<file path="src/rtl/zmod_adc_spi_responder_if.sv">
// AD9648-style 3-wire SPI config port, split into separate SDIO in/out/oe
// wires so that one responder can sit on an ordinary logic net.
//   i_sck      SPI clock from master, idles high
//   i_cs       chip select, active-low
//   i_sdio     SDIO master -> slave
//   o_sdio     SDIO slave drive value during the read data phase
//   o_sdio_oe  1 = slave drives SDIO
interface zmod_adc_spi_responder_if;
   logic i_sck;
   logic i_cs;
   logic i_sdio;
   logic o_sdio;
   logic o_sdio_oe;

   modport master (output i_sck, output i_cs, output i_sdio,
                   input  o_sdio, input o_sdio_oe);
   modport slave  (input  i_sck, input  i_cs, input  i_sdio,
                   output o_sdio, output o_sdio_oe);
endinterface

</file>
<file path="src/rtl/zmod_adc_spi_responder.sv">
// SPI responder that emulates the AD9648 register subset used by the ZMOD
// ADC bring-up. Frames are RW | W[1:0] | A[12:0] | DATA[7:0]..., MSB first,
// with the address decrementing after each data byte.
// sck/cs/sdio are oversampled in clk. That is why clk must run at least
// 3 cycles per sck half-period.
// Ports:
//   clk, rstn            system clock, synchronous active-low reset
//   spi                  slave modport of the SPI pin bundle
//   o8_pwrmode_a/_b      reg 0x08, channel A / B copy
//   o8_testmode_a/_b     reg 0x0D, channel A / B copy
//   o8_omode_a/_b        reg 0x14, channel A / B copy
//   o2_chsel             reg 0x05 bits[1:0], channel write/read select
//   o_frame_done         1-clk pulse, frame ended cleanly on a byte boundary
//   o_frame_err          1-clk pulse, frame cut short mid-header or mid-byte
//   o_bad_addr           1-clk pulse per data byte aimed at an unmapped reg
//
// state     | meaning
// S_IDLE    | cs high, waiting for cs low
// S_HEADER  | shifting in the 16 instruction bits
// S_DATA    | transferring data bytes (write: shift in, read: shift out)
// S_WAIT_CS | all announced bytes done, sck ignored until cs rises
module zmod_adc_spi_responder #(
   parameter logic [7:0] P_CHIP_ID     = 8'h88,
   parameter logic [7:0] P_CHSEL_RST   = 8'h03,
   parameter logic [7:0] P_OMODE_RST   = 8'h01,
   parameter int         P_SYNC_STAGES = 2
) (
   input  logic                           clk,
   input  logic                           rstn,
   zmod_adc_spi_responder_if.slave        spi,
   output logic [7:0]                     o8_pwrmode_a,
   output logic [7:0]                     o8_pwrmode_b,
   output logic [7:0]                     o8_testmode_a,
   output logic [7:0]                     o8_testmode_b,
   output logic [7:0]                     o8_omode_a,
   output logic [7:0]                     o8_omode_b,
   output logic [1:0]                     o2_chsel,
   output logic                           o_frame_done,
   output logic                           o_frame_err,
   output logic                           o_bad_addr
);

   localparam logic [12:0] A_CHIP_ID  = 13'h001;
   localparam logic [12:0] A_CHSEL    = 13'h005;
   localparam logic [12:0] A_PWRMODE  = 13'h008;
   localparam logic [12:0] A_TESTMODE = 13'h00D;
   localparam logic [12:0] A_OMODE    = 13'h014;

   typedef enum logic [1:0] {S_IDLE, S_HEADER, S_DATA, S_WAIT_CS} state_t;

   state_t state, state_n;

   logic [P_SYNC_STAGES-1:0] sck_sync, cs_sync, sdio_sync;
   logic sck_s, cs_s, sdio_s, sck_d;
   logic sck_rise, sck_fall, abort;

   logic [3:0]  bit_cnt;
   logic [14:0] shift_in;
   logic [7:0]  shift_out;
   logic [12:0] addr;
   logic [2:0]  nbytes;
   logic        rw;
   logic        got_byte;
   logic        sdio_q, sdio_oe_q;

   logic        wr_pend;
   logic [12:0] wr_addr;
   logic [7:0]  wr_data;

   logic        hdr_last, byte_last, done_p, err_p;
   logic [15:0] hdr_word;
   logic [7:0]  byte_word;
   logic [12:0] addr_dec, rd_addr;
   logic [7:0]  rd_byte;
   logic        addr_ok;

   // ---------------------------------------------------------------- sync
   always_ff @(posedge clk) begin
      if (!rstn) begin
         sck_sync  <= '1;
         cs_sync   <= '1;
         sdio_sync <= '0;
         sck_d     <= 1'b1;
      end else begin
         sck_sync  <= {sck_sync[P_SYNC_STAGES-2:0],  spi.i_sck};
         cs_sync   <= {cs_sync[P_SYNC_STAGES-2:0],   spi.i_cs};
         sdio_sync <= {sdio_sync[P_SYNC_STAGES-2:0], spi.i_sdio};
         sck_d     <= sck_s;
      end
   end

   assign sck_s    = sck_sync[P_SYNC_STAGES-1];
   assign cs_s     = cs_sync[P_SYNC_STAGES-1];
   assign sdio_s   = sdio_sync[P_SYNC_STAGES-1];
   assign sck_rise = sck_s & ~sck_d;
   assign sck_fall = ~sck_s & sck_d;
   // cs high beats a coincident sck rise: that bit is simply dropped
   assign abort    = cs_s && (state != S_IDLE);

   assign hdr_word  = {shift_in, sdio_s};
   assign byte_word = {shift_in[6:0], sdio_s};
   assign addr_dec  = addr - 13'd1;

   // ---------------------------------------------------------------- FSM
   always_ff @(posedge clk) begin
      if (!rstn) state <= S_IDLE;
      else       state <= state_n;
   end

   always_comb begin
      state_n   = state;
      hdr_last  = 1'b0;
      byte_last = 1'b0;
      done_p    = 1'b0;
      err_p     = 1'b0;
      case (state)
         S_IDLE: begin
            if (!cs_s) state_n = S_HEADER;
         end
         S_HEADER: begin
            if (abort) begin
               state_n = S_IDLE;
               err_p   = 1'b1;
            end else if (sck_rise && bit_cnt == 4'd15) begin
               hdr_last = 1'b1;
               state_n  = S_DATA;
            end
         end
         S_DATA: begin
            if (abort) begin
               state_n = S_IDLE;
               done_p  = (bit_cnt == 4'd0) && got_byte;
               err_p   = !((bit_cnt == 4'd0) && got_byte);
            end else if (sck_rise && bit_cnt == 4'd7) begin
               byte_last = 1'b1;
               if (nbytes == 3'd1) state_n = S_WAIT_CS;
            end
         end
         S_WAIT_CS: begin
            if (abort) begin
               state_n = S_IDLE;
               done_p  = 1'b1;
            end
         end
         default: state_n = S_IDLE;
      endcase
   end

   // ------------------------------------------------------------ read mux
   // At the end of the header the new address is still on the shift path;
   // at the end of a read byte we preload the next (decremented) address.
   assign rd_addr = hdr_last ? hdr_word[12:0] : addr_dec;

   always_comb begin
      rd_byte = 8'h00;
      case (rd_addr)
         A_CHIP_ID:  rd_byte = P_CHIP_ID;
         A_CHSEL:    rd_byte = {6'b0, o2_chsel};
         A_PWRMODE:  rd_byte = o2_chsel[0] ? o8_pwrmode_a  :
                               o2_chsel[1] ? o8_pwrmode_b  : 8'h00;
         A_TESTMODE: rd_byte = o2_chsel[0] ? o8_testmode_a :
                               o2_chsel[1] ? o8_testmode_b : 8'h00;
         A_OMODE:    rd_byte = o2_chsel[0] ? o8_omode_a    :
                               o2_chsel[1] ? o8_omode_b    : 8'h00;
         default:    rd_byte = 8'h00;
      endcase
   end

   assign addr_ok = (addr == A_CHIP_ID) || (addr == A_CHSEL) || (addr == A_PWRMODE) ||
                    (addr == A_TESTMODE) || (addr == A_OMODE);

   // ------------------------------------------------------------ datapath
   always_ff @(posedge clk) begin
      if (!rstn) begin
         bit_cnt      <= '0;
         shift_in     <= '0;
         shift_out    <= '0;
         addr         <= '0;
         nbytes       <= '0;
         rw           <= 1'b0;
         got_byte     <= 1'b0;
         sdio_q       <= 1'b0;
         sdio_oe_q    <= 1'b0;
         wr_pend      <= 1'b0;
         wr_addr      <= '0;
         wr_data      <= '0;
         o_frame_done <= 1'b0;
         o_frame_err  <= 1'b0;
         o_bad_addr   <= 1'b0;
      end else begin
         o_frame_done <= done_p;
         o_frame_err  <= err_p;
         o_bad_addr   <= 1'b0;
         wr_pend      <= 1'b0;
         if (abort) begin
            sdio_oe_q <= 1'b0;
            sdio_q    <= 1'b0;
         end else begin
            case (state)
               S_IDLE: begin
                  bit_cnt   <= '0;
                  got_byte  <= 1'b0;
                  sdio_oe_q <= 1'b0;
                  sdio_q    <= 1'b0;
               end
               S_HEADER: begin
                  if (sck_rise) begin
                     shift_in <= {shift_in[13:0], sdio_s};
                     bit_cnt  <= bit_cnt + 4'd1;
                     if (hdr_last) begin
                        rw        <= hdr_word[15];
                        nbytes    <= {1'b0, hdr_word[14:13]} + 3'd1;
                        addr      <= hdr_word[12:0];
                        bit_cnt   <= '0;
                        shift_out <= rd_byte;
                     end
                  end
               end
               S_DATA: begin
                  if (sck_rise) begin
                     shift_in <= {shift_in[13:0], sdio_s};
                     bit_cnt  <= bit_cnt + 4'd1;
                     if (byte_last) begin
                        bit_cnt    <= '0;
                        got_byte   <= 1'b1;
                        addr       <= addr_dec;
                        nbytes     <= nbytes - 3'd1;
                        o_bad_addr <= !addr_ok;
                        if (rw) begin
                           shift_out <= rd_byte;
                        end else begin
                           wr_pend <= 1'b1;
                           wr_addr <= addr;
                           wr_data <= byte_word;
                        end
                        if (nbytes == 3'd1) begin
                           sdio_oe_q <= 1'b0;
                           sdio_q    <= 1'b0;
                        end
                     end
                  end else if (sck_fall && rw) begin
                     sdio_q    <= shift_out[7];
                     shift_out <= {shift_out[6:0], 1'b0};
                     sdio_oe_q <= 1'b1;
                  end
               end
               default: ;
            endcase
         end
      end
   end

   assign spi.o_sdio    = sdio_q;
   assign spi.o_sdio_oe = sdio_oe_q;

   // ------------------------------------------------------------ reg file
   // Per-channel registers fan out by chsel; chsel 0 makes the write a no-op.
   always_ff @(posedge clk) begin
      if (!rstn) begin
         o8_pwrmode_a  <= 8'h00;
         o8_pwrmode_b  <= 8'h00;
         o8_testmode_a <= 8'h00;
         o8_testmode_b <= 8'h00;
         o8_omode_a    <= P_OMODE_RST;
         o8_omode_b    <= P_OMODE_RST;
         o2_chsel      <= P_CHSEL_RST[1:0];
      end else if (wr_pend) begin
         case (wr_addr)
            A_CHSEL: o2_chsel <= wr_data[1:0];
            A_PWRMODE: begin
               if (o2_chsel[0]) o8_pwrmode_a <= wr_data;
               if (o2_chsel[1]) o8_pwrmode_b <= wr_data;
            end
            A_TESTMODE: begin
               if (o2_chsel[0]) o8_testmode_a <= wr_data;
               if (o2_chsel[1]) o8_testmode_b <= wr_data;
            end
            A_OMODE: begin
               if (o2_chsel[0]) o8_omode_a <= wr_data;
               if (o2_chsel[1]) o8_omode_b <= wr_data;
            end
            default: ;
         endcase
      end
   end

endmodule
</file>
<file path="src/flat_wrapper.sv">
// flat-port wrapper written by rule: the top's interface ports become plain ports
module zmod_adc_spi_responder_flat 
#(
   parameter logic [7:0] P_CHIP_ID     = 8'h88,
   parameter logic [7:0] P_CHSEL_RST   = 8'h03,
   parameter logic [7:0] P_OMODE_RST   = 8'h01,
   parameter int         P_SYNC_STAGES = 2
)
  (clk, rstn, o8_pwrmode_a, o8_pwrmode_b, o8_testmode_a, o8_testmode_b, o8_omode_a, o8_omode_b, o2_chsel, o_frame_done, o_frame_err, o_bad_addr, spi_i_sck, spi_i_cs, spi_i_sdio, spi_o_sdio, spi_o_sdio_oe);
  zmod_adc_spi_responder_if spi_i ();
  input  logic clk;
  input  logic rstn;
  output logic [7:0] o8_pwrmode_a;
  output logic [7:0] o8_pwrmode_b;
  output logic [7:0] o8_testmode_a;
  output logic [7:0] o8_testmode_b;
  output logic [7:0] o8_omode_a;
  output logic [7:0] o8_omode_b;
  output logic [1:0] o2_chsel;
  output logic o_frame_done;
  output logic o_frame_err;
  output logic o_bad_addr;
  input wire logic [$bits(spi_i.i_sck)-1:0] spi_i_sck;
  input wire logic [$bits(spi_i.i_cs)-1:0] spi_i_cs;
  input wire logic [$bits(spi_i.i_sdio)-1:0] spi_i_sdio;
  output wire logic [$bits(spi_i.o_sdio)-1:0] spi_o_sdio;
  output wire logic [$bits(spi_i.o_sdio_oe)-1:0] spi_o_sdio_oe;
  assign spi_i.i_sck = spi_i_sck;
  assign spi_i.i_cs = spi_i_cs;
  assign spi_i.i_sdio = spi_i_sdio;
  assign spi_o_sdio = spi_i.o_sdio;
  assign spi_o_sdio_oe = spi_i.o_sdio_oe;
  zmod_adc_spi_responder #(.P_CHIP_ID(P_CHIP_ID), .P_CHSEL_RST(P_CHSEL_RST), .P_OMODE_RST(P_OMODE_RST), .P_SYNC_STAGES(P_SYNC_STAGES)) u_core (.clk(clk), .rstn(rstn), .spi(spi_i), .o8_pwrmode_a(o8_pwrmode_a), .o8_pwrmode_b(o8_pwrmode_b), .o8_testmode_a(o8_testmode_a), .o8_testmode_b(o8_testmode_b), .o8_omode_a(o8_omode_a), .o8_omode_b(o8_omode_b), .o2_chsel(o2_chsel), .o_frame_done(o_frame_done), .o_frame_err(o_frame_err), .o_bad_addr(o_bad_addr));
endmodule
</file>
<file path="config.mk">
export PLATFORM = sky130hd
export DESIGN_NAME = zmod_adc_spi_responder_flat
export DESIGN_NICKNAME = d
export VERILOG_FILES = /design/src/rtl/zmod_adc_spi_responder_if.sv /design/src/rtl/zmod_adc_spi_responder.sv /design/src/flat_wrapper.sv
export SDC_FILE = /design/constraint.sdc
export NUM_CORES = 1
export LEC_CHECK = 0
export ABC_AREA = 1
export CAP_MARGIN = 20
export CORE_MARGIN = 2
export CORE_UTILIZATION = 40
export CTS_BUF_LIST = sky130_fd_sc_hd__clkbuf_16
export CTS_CLUSTER_DIAMETER = 30
export DETAILED_ROUTE_END_ITERATION = 6
export DONT_BUFFER_PORTS = 1
export GPL_TIMING_DRIVEN = 0
export PLACE_DENSITY = 0.52
export SLEW_MARGIN = 30
export SYNTH_ARGS = -nofsm -noshare
export SYNTH_HDL_FRONTEND = slang
export SYNTH_SLANG_ARGS = --single-unit
</file>
<file path="constraint.sdc">
create_clock -name clk -period 2.3 [get_ports clk]
set_input_delay 0.345 -clock clk [delete_from_list [all_inputs] [get_ports clk]]
set_output_delay 0.345 -clock clk [all_outputs]
set_load 0.01 [all_outputs]
</file>
======== Word-level counts from Yosys, hierarchy flattened ========
Cells that the tools add are included.
operators by class
  add/subtract/negate cells ............... 4
  eq/ne operators ......................... 33
  multiplexer cells ....................... 61
  bitwise gates (word level) .............. 10
  reduce and logical (&&, ||, !) cells .... 36
operator list
  cell                                                 number
  two-way mux 8 bit                                    12
  == test 13 x 4 -> 1 bit (second input constant)      6
  two-way mux 13 bit                                   5
  one-hot mux 8 bit (5 select lines)                   1
  == test 13 x 3 -> 1 bit (second input constant)      3
  == test 13 x 5 -> 1 bit (second input constant)      3
  == test 13 x 1 -> 1 bit (second input constant)      2
  one-hot mux 13 bit (2 select lines)                  1
  AND reduction 3 bit                                  7
  two-way mux 1 bit                                    18
  two-way mux 4 bit                                    4
  one-hot mux 8 bit (2 select lines)                   1
  AND reduction 4 bit                                  4
  two-way mux 2 bit                                    7
  subtractor 13 x 1 -> 13 bit (second input constant)  1
  two-way mux 3 bit                                    4
  != test 3 x 1 -> 1 bit (second input constant)       4
  one-hot mux 4 bit (3 select lines)                   1
  != test 2 x 1 -> 1 bit (second input constant)       5
  one-hot mux 1 bit (2 select lines)                   5
  AND reduction 5 bit                                  2
  != test 3 bit (second input constant)                3
  inverter 1 bit                                       8
  one-hot mux 2 bit (4 select lines)                   1
  other kinds (23)                                     36
word-level totals
  bits in registers ....................... 131
  input bits .............................. 5
  output and inout bits ................... 55
  logic and storage cells ................. 171

======== Logic depth before layout (Yosys ltp) ========
  depth in word-level cells ............... 13
  gate-level depth with buffers ........... 19
  mapped depth without buffers ............ 18

======== Least setup slack after synthesis ========
OpenSTA, ideal clock, no wires.
  path kind ............................... flip-flop to flip-flop
  from .................................... reg u_core.state[0]
  to ...................................... reg u_core.shift_out[1]
  setup time .............................. 0.070 ns
  arrival ................................. 2.063 ns
  required time ........................... 2.230 ns
  slack ................................... 0.167 ns
  stages on the path, launching flop included .. 18
  path buffers ............................ 2
  period minus slack after synthesis ...... 2.133 ns
  cells stage by stage .................... dfxtp_1 > inv_1 > ha_1 > nor2_8 > nor2_8 > nand2_4 > buf_8 > nand3_1 > nor2_2 > nand3_2 > nand2_4 > buf_6 > nand4_1 > nand2_1 > inv_1 > nand2_1 > nand3_1 > a21oi_1
between the ends
  cells in the longest elaborated chain, start to end .. 11
  elaborated cells on any way between the ends .. 29
  those cells by class .................... eq/ne (12); mux (12); bitwise (1); reduce/logical (4)
ends and longest elaborated chain
  element                                                RTL line                       RTL
  from (decl)                                            zmod_adc_spi_responder.sv:51   state_t state, state_n;
  from (signal assigned)                                 zmod_adc_spi_responder.sv:107  else state <= state_n;
  nonzero test 2 bit                                     zmod_adc_spi_responder.sv:98   assign abort = cs_s && (state != S_IDLE);
  logical AND 1 bit                                      zmod_adc_spi_responder.sv:98
  two-way mux 1 bit                                      zmod_adc_spi_responder.sv:121  if (abort) begin
  two-way mux 1 bit                                      zmod_adc_spi_responder.sv:116  case (state)
  two-way mux 13 bit                                     zmod_adc_spi_responder.sv:152  assign rd_addr = hdr_last ? hdr_word[12:0] : addr_dec;
  == test 13 x 5 -> 1 bit, or another cell as far along  zmod_adc_spi_responder.sv:156  case (rd_addr)
  one-hot mux 8 bit (5 select lines)                     zmod_adc_spi_responder.sv:156
  two-way mux 8 bit                                      zmod_adc_spi_responder.sv:229  if (rw) begin
  two-way mux 8 bit                                      zmod_adc_spi_responder.sv:223  if (byte_last) begin
  two-way mux 8 bit                                      zmod_adc_spi_responder.sv:220  if (sck_rise) begin
  one-hot mux 8 bit (2 select lines)                     zmod_adc_spi_responder.sv:199  case (state)
  to (signal assigned)                                   zmod_adc_spi_responder.sv:215  shift_out <= rd_byte;
  to (signal assigned)                                   zmod_adc_spi_responder.sv:230  shift_out <= rd_byte;
  to (signal assigned)                                   zmod_adc_spi_responder.sv:243  shift_out <= {shift_out[6:0], 1'b0};
  to (decl)                                              zmod_adc_spi_responder.sv:59   logic [7:0] shift_out;
Parallel ways exist; a longest one is shown, timed or not. The select of a mux whose other input is x is not followed.
A chain may end at the register's enable or synchronous reset.

======== Worst setup path in the final report ========
  from .................................... reg u_core.state[0]
  to ...................................... reg u_core.shift_out[5]
Same word-level chain as after synthesis.

==> flow_summary.toml <==
[outcome]
outcome = "finished with violations"
violations = "setup timing"

[drt]
drt_drc_violations_left = 0
route.top_layer_used = "met4"
route.antenna.remaining_nets = 0
dr_total_vias = 6334
viasPerCell = 5.460
initialDrtViolationCount = 495
wl_met3_mm = 1.339
drt_first_pass_iters = 5
routed_wire_length_per_instance_um = 18.19
met2RoutedLength_mm = 9.794
met1_length_mm = 9.089
route.final.wire_length_mm = 21.11

[cells_and_area]
stdcell_count = 1160
drive_gt1_share_pct = 18.86
num-nets-final = 948
antennaDiodeCount = 0
syn_to_final_growth_pct = 24.69

[sta]
post-route-min-period_ns = 2.325
timing.fmax_mhz = 430.2
min_period_over_period_pct = 101.1
max_slew.worst_pin.slew_ns = 0.7950
fin_worst_hold_slack_ns = 0.01888
final_ws_setup_ns = -0.02455
drv_slew = 0
final_setup_violation_count = 3
rsz0062_at_grt = "yes"
max_slew_margin_pct = 47.00
worst_clk_skew_ns = 0.006246
finalHoldViolations = 0

[die]
i_o_pin_total = 60
design.die.area_mm2 = 0.01706
floorplan.die.height_um = 130.6
num_rows = 46
initial_cell_density_of_the_core_pct = 40.65
chipWidth_um = 130.6
core_area_mm2 = 0.01577

[yosys]
synth_area_mm2 = 0.006411
synthDominantAreaCellType = "dfxtp_1"
mappedNetlistNets = 899
synth_enable_flop_cells = 0
synthesis.area_per_instance_um2 = 7.269
most_instantiated_flip_flop_cell_in_the_synthesis_netlist = "dfxtp_1"
synthArstFlopShare_pct = 0
share_of_the_synthesized_area_in_the_top_cell_type_pct = 40.91
syn-instance-count = 882
synth-seq-area-share_pct = 40.91
synth.yosys.warnings = 0
synth_top_cells_by_area = "dfxtp_1, a21oi_1, o21ai_0, nand2_1, inv_1"
synth.distinct_cells = 41
yosys_register_bits = 131

[pwr]
irDropWorstVdd_uv = 562.7
power.share.clock_pct = 49.4
power_switching_share_pct = 25.70
p_sw_uw = 1548
seq_power_share_pct = 38.8
power_density_mw_per_mm2 = 753.6
pwr-share-comb_pct = 11.7
power.leakage_uw = 0.003118
cell_internal_pwr_uw = 4476

[clock_tree]
tritoncts_num_sinks = 131
worst_skew_pair.late_latency_ns = 0.42
tritoncts_clock_tree = "yes"
number_of_clock_buffers_inserted_by_tritoncts = 17
clk_pin_slew_ns = 0.06
cts-root-to-sink-buffers = 2
cts_max_level = 4
root_buffer_cell = "clkbuf_16"
ctsHoldBuffers = 0

[hold_path]
hold_path_class = "in2reg"
whs_path_depth = 2

[grt]
via_count_of_the_first_global_routing_pass = 5997
grt_first_pass_wirelength_mm = 32.10
grt_start_max_net_pins = 17
globalRoute.totalOverflow = 0
overall_routing_resource_usage_pct = 24.77
antenna_found_initial = 0

[critical_path]
required_arrival_time_at_the_worst_endpoint_ns = 2.65
cp.arrival_ns = 2.68
worst-r2r-cell-count = 19
worstReg2RegEnd = "u_core.shift_out[5]"
end_kind = "flip-flop"
crit_type = "reg2reg"
crit_path_end = "u_core.shift_out[5]"
worstPathMaxFanout = 8
critPathLaunchType = "flip-flop"
critPathLaunch = "u_core.state[0]"
r2r-start = "u_core.state[0]"
r2r_setup_slack_ns = -0.02

[placed_design]
dp_hpwl_mm = 14.94
dp_slack_ns = -0.2461
io_buffers = 0
post_placement_cell_count = 1098
gp_routability_congestion = 0.9367

[flow_run]
max_cap_viol_count = 0
cell usage in the layout (no fill, tap or decap), types with 11 or more instances in the layout:
master     netlist  final
o21ai_0        101     99
nand2_1        116    107
clkbuf_16        0     17
nand3_2          5     12
dfxtp_1        131    125
nand3_1         68     57
nand4_1         16     16
buf_4            1     20
clkbuf_1        34     29
a21oi_1        114    108
nor3_1          13     11
o22ai_1         24     24
nor2_1          52     40
nor2_4           5     12
nand2_4          5     13
inv_1          110    106
layout make-up:
class                           count  area [um2]
Multi-Input combinational cell    591        3473
Fill cell                        1577        7776
Timing Repair Buffer               29       285.3
Inverter                          117       467.9
Sequential cell                   131        2635
Clock buffer                       17       425.4
Buffer                             44       222.7
Tap cell                          216       270.3
Clock inverter                     15       214.0
worst min path at each step:
stage	start	end	slack [ns]
4_1_cts	spi_i_sdio	u_core.sdio_sync[0]	0.007
5_1_grt	spi_i_cs	u_core.cs_sync[0]	0.02
2_1_floorplan	u_core.sdio_sync[0]	u_core.sdio_sync[1]	0.39
3_3_place_gp	u_core.sck_sync[0]	u_core.sck_sync[1]	0.40
6_report	spi_i_sdio	u_core.sdio_sync[0]	0.02
3_5_place_dp	u_core.cs_sync[0]	u_core.cs_sync[1]	0.40
metrics by stage:
| stage | total power (uW) | area (um2) | TNS (ns) | util (%) |
|---|---|---|---|---|
| finish | 6024 | 7994 | -0.03793 | 50.69 |
| global route | 6228 | 7994 | -0.9799 | 50.69 |
| CTS | 5974 | 7645 | 0 | 48.48 |
| global placement | 2897 | 6681 | -2.514 | 42.37 |
| detailed placement | 2909 | 6681 | -4.255 | 42.37 |
| floorplan | 2780 | 6411 | 0 | - |
worst max-delay path, stage by stage, from the launching register on:
cell     delay (ns)
dfxtp_4        0.38
inv_4          0.05
ha_4           0.17
nor2_8         0.15
nor2_8         0.06
nand2_4        0.11
buf_8          0.15
buf_6          0.11
nand3_4        0.06
nand2_4        0.10
inv_2          0.05
nor2_4         0.10
nand2_4        0.09
inv_8          0.09
nand3_4        0.10
inv_4          0.09
nand2_1        0.06
nand3_1        0.11
nand3_1        0.09
a21oi_2        0.13
power by group through the flow:
stage / sequential, uW / combinational, uW / clock [uW]
3_5_place_dp: 2390 / 522 / 0
4_1_cts: 2340 / 620 / 3020
6_report: 2340 / 706 / 2980
3_3_place_gp: 2380 / 512 / 0
2_1_floorplan: 2370 / 407 / 0
5_1_grt: 2340 / 777 / 3110
synthesized netlist by cell type, drive strengths merged (4+ instances only):
library cell,count
nor2,64
o22ai,24
nand3,74
buf,10
a31oi,9
nor3,16
inv,115
a211oi,4
dfxtp,131
clkbuf,34
ha,12
or2,7
nand2,129
nor4,5
a21oi,114
nand4,16
o211ai,5
o21ai,103
registers in the layout, indices dropped and copies added (netlist names), 2 cells and up:
register / count
u_core.o8_testmode_b: 8
u_core.o8_omode_a: 8
u_core.sck_sync: 2
u_core.o2_chsel: 2
u_core.state: 2
u_core.cs_sync: 2
u_core.wr_data: 8
u_core.bit_cnt: 4
u_core.sdio_sync: 2
u_core.o8_omode_b: 8
u_core.addr: 13
u_core.o8_testmode_a: 8
u_core.wr_addr: 13
u_core.shift_in: 15
u_core.o8_pwrmode_a: 8
u_core.shift_out: 8
u_core.nbytes: 3
u_core.o8_pwrmode_b: 8
per-layer routing:
layer | global-route usage, % | up-vias
met2 | 40.32 | 235
met3 | 5.130 | 53
met5 | 0 | -
met1 | 31.39 | 2961
met4 | 12.02 | 0
li1 | - | 3085
timing repair:
item                                   4_1_cts  5_1_grt
gates resized for setup                     41       76
setup buffers                               17       10
setup endpoints to repair                   45       42
endpoints found under the hold margin        0        0
pin swaps                                   19       30
cloned                                       2        1
cells by family after synthesis:
group	after synthesis	synth area share, %
simple gates	313	24.49
compound gates	264	21.90
buf+inv	161	10.23
flops	131	40.91
fa+ha+maj	12	2.342
xor+xnor	1	0.1366
Power figures use the tool's default switching activity.
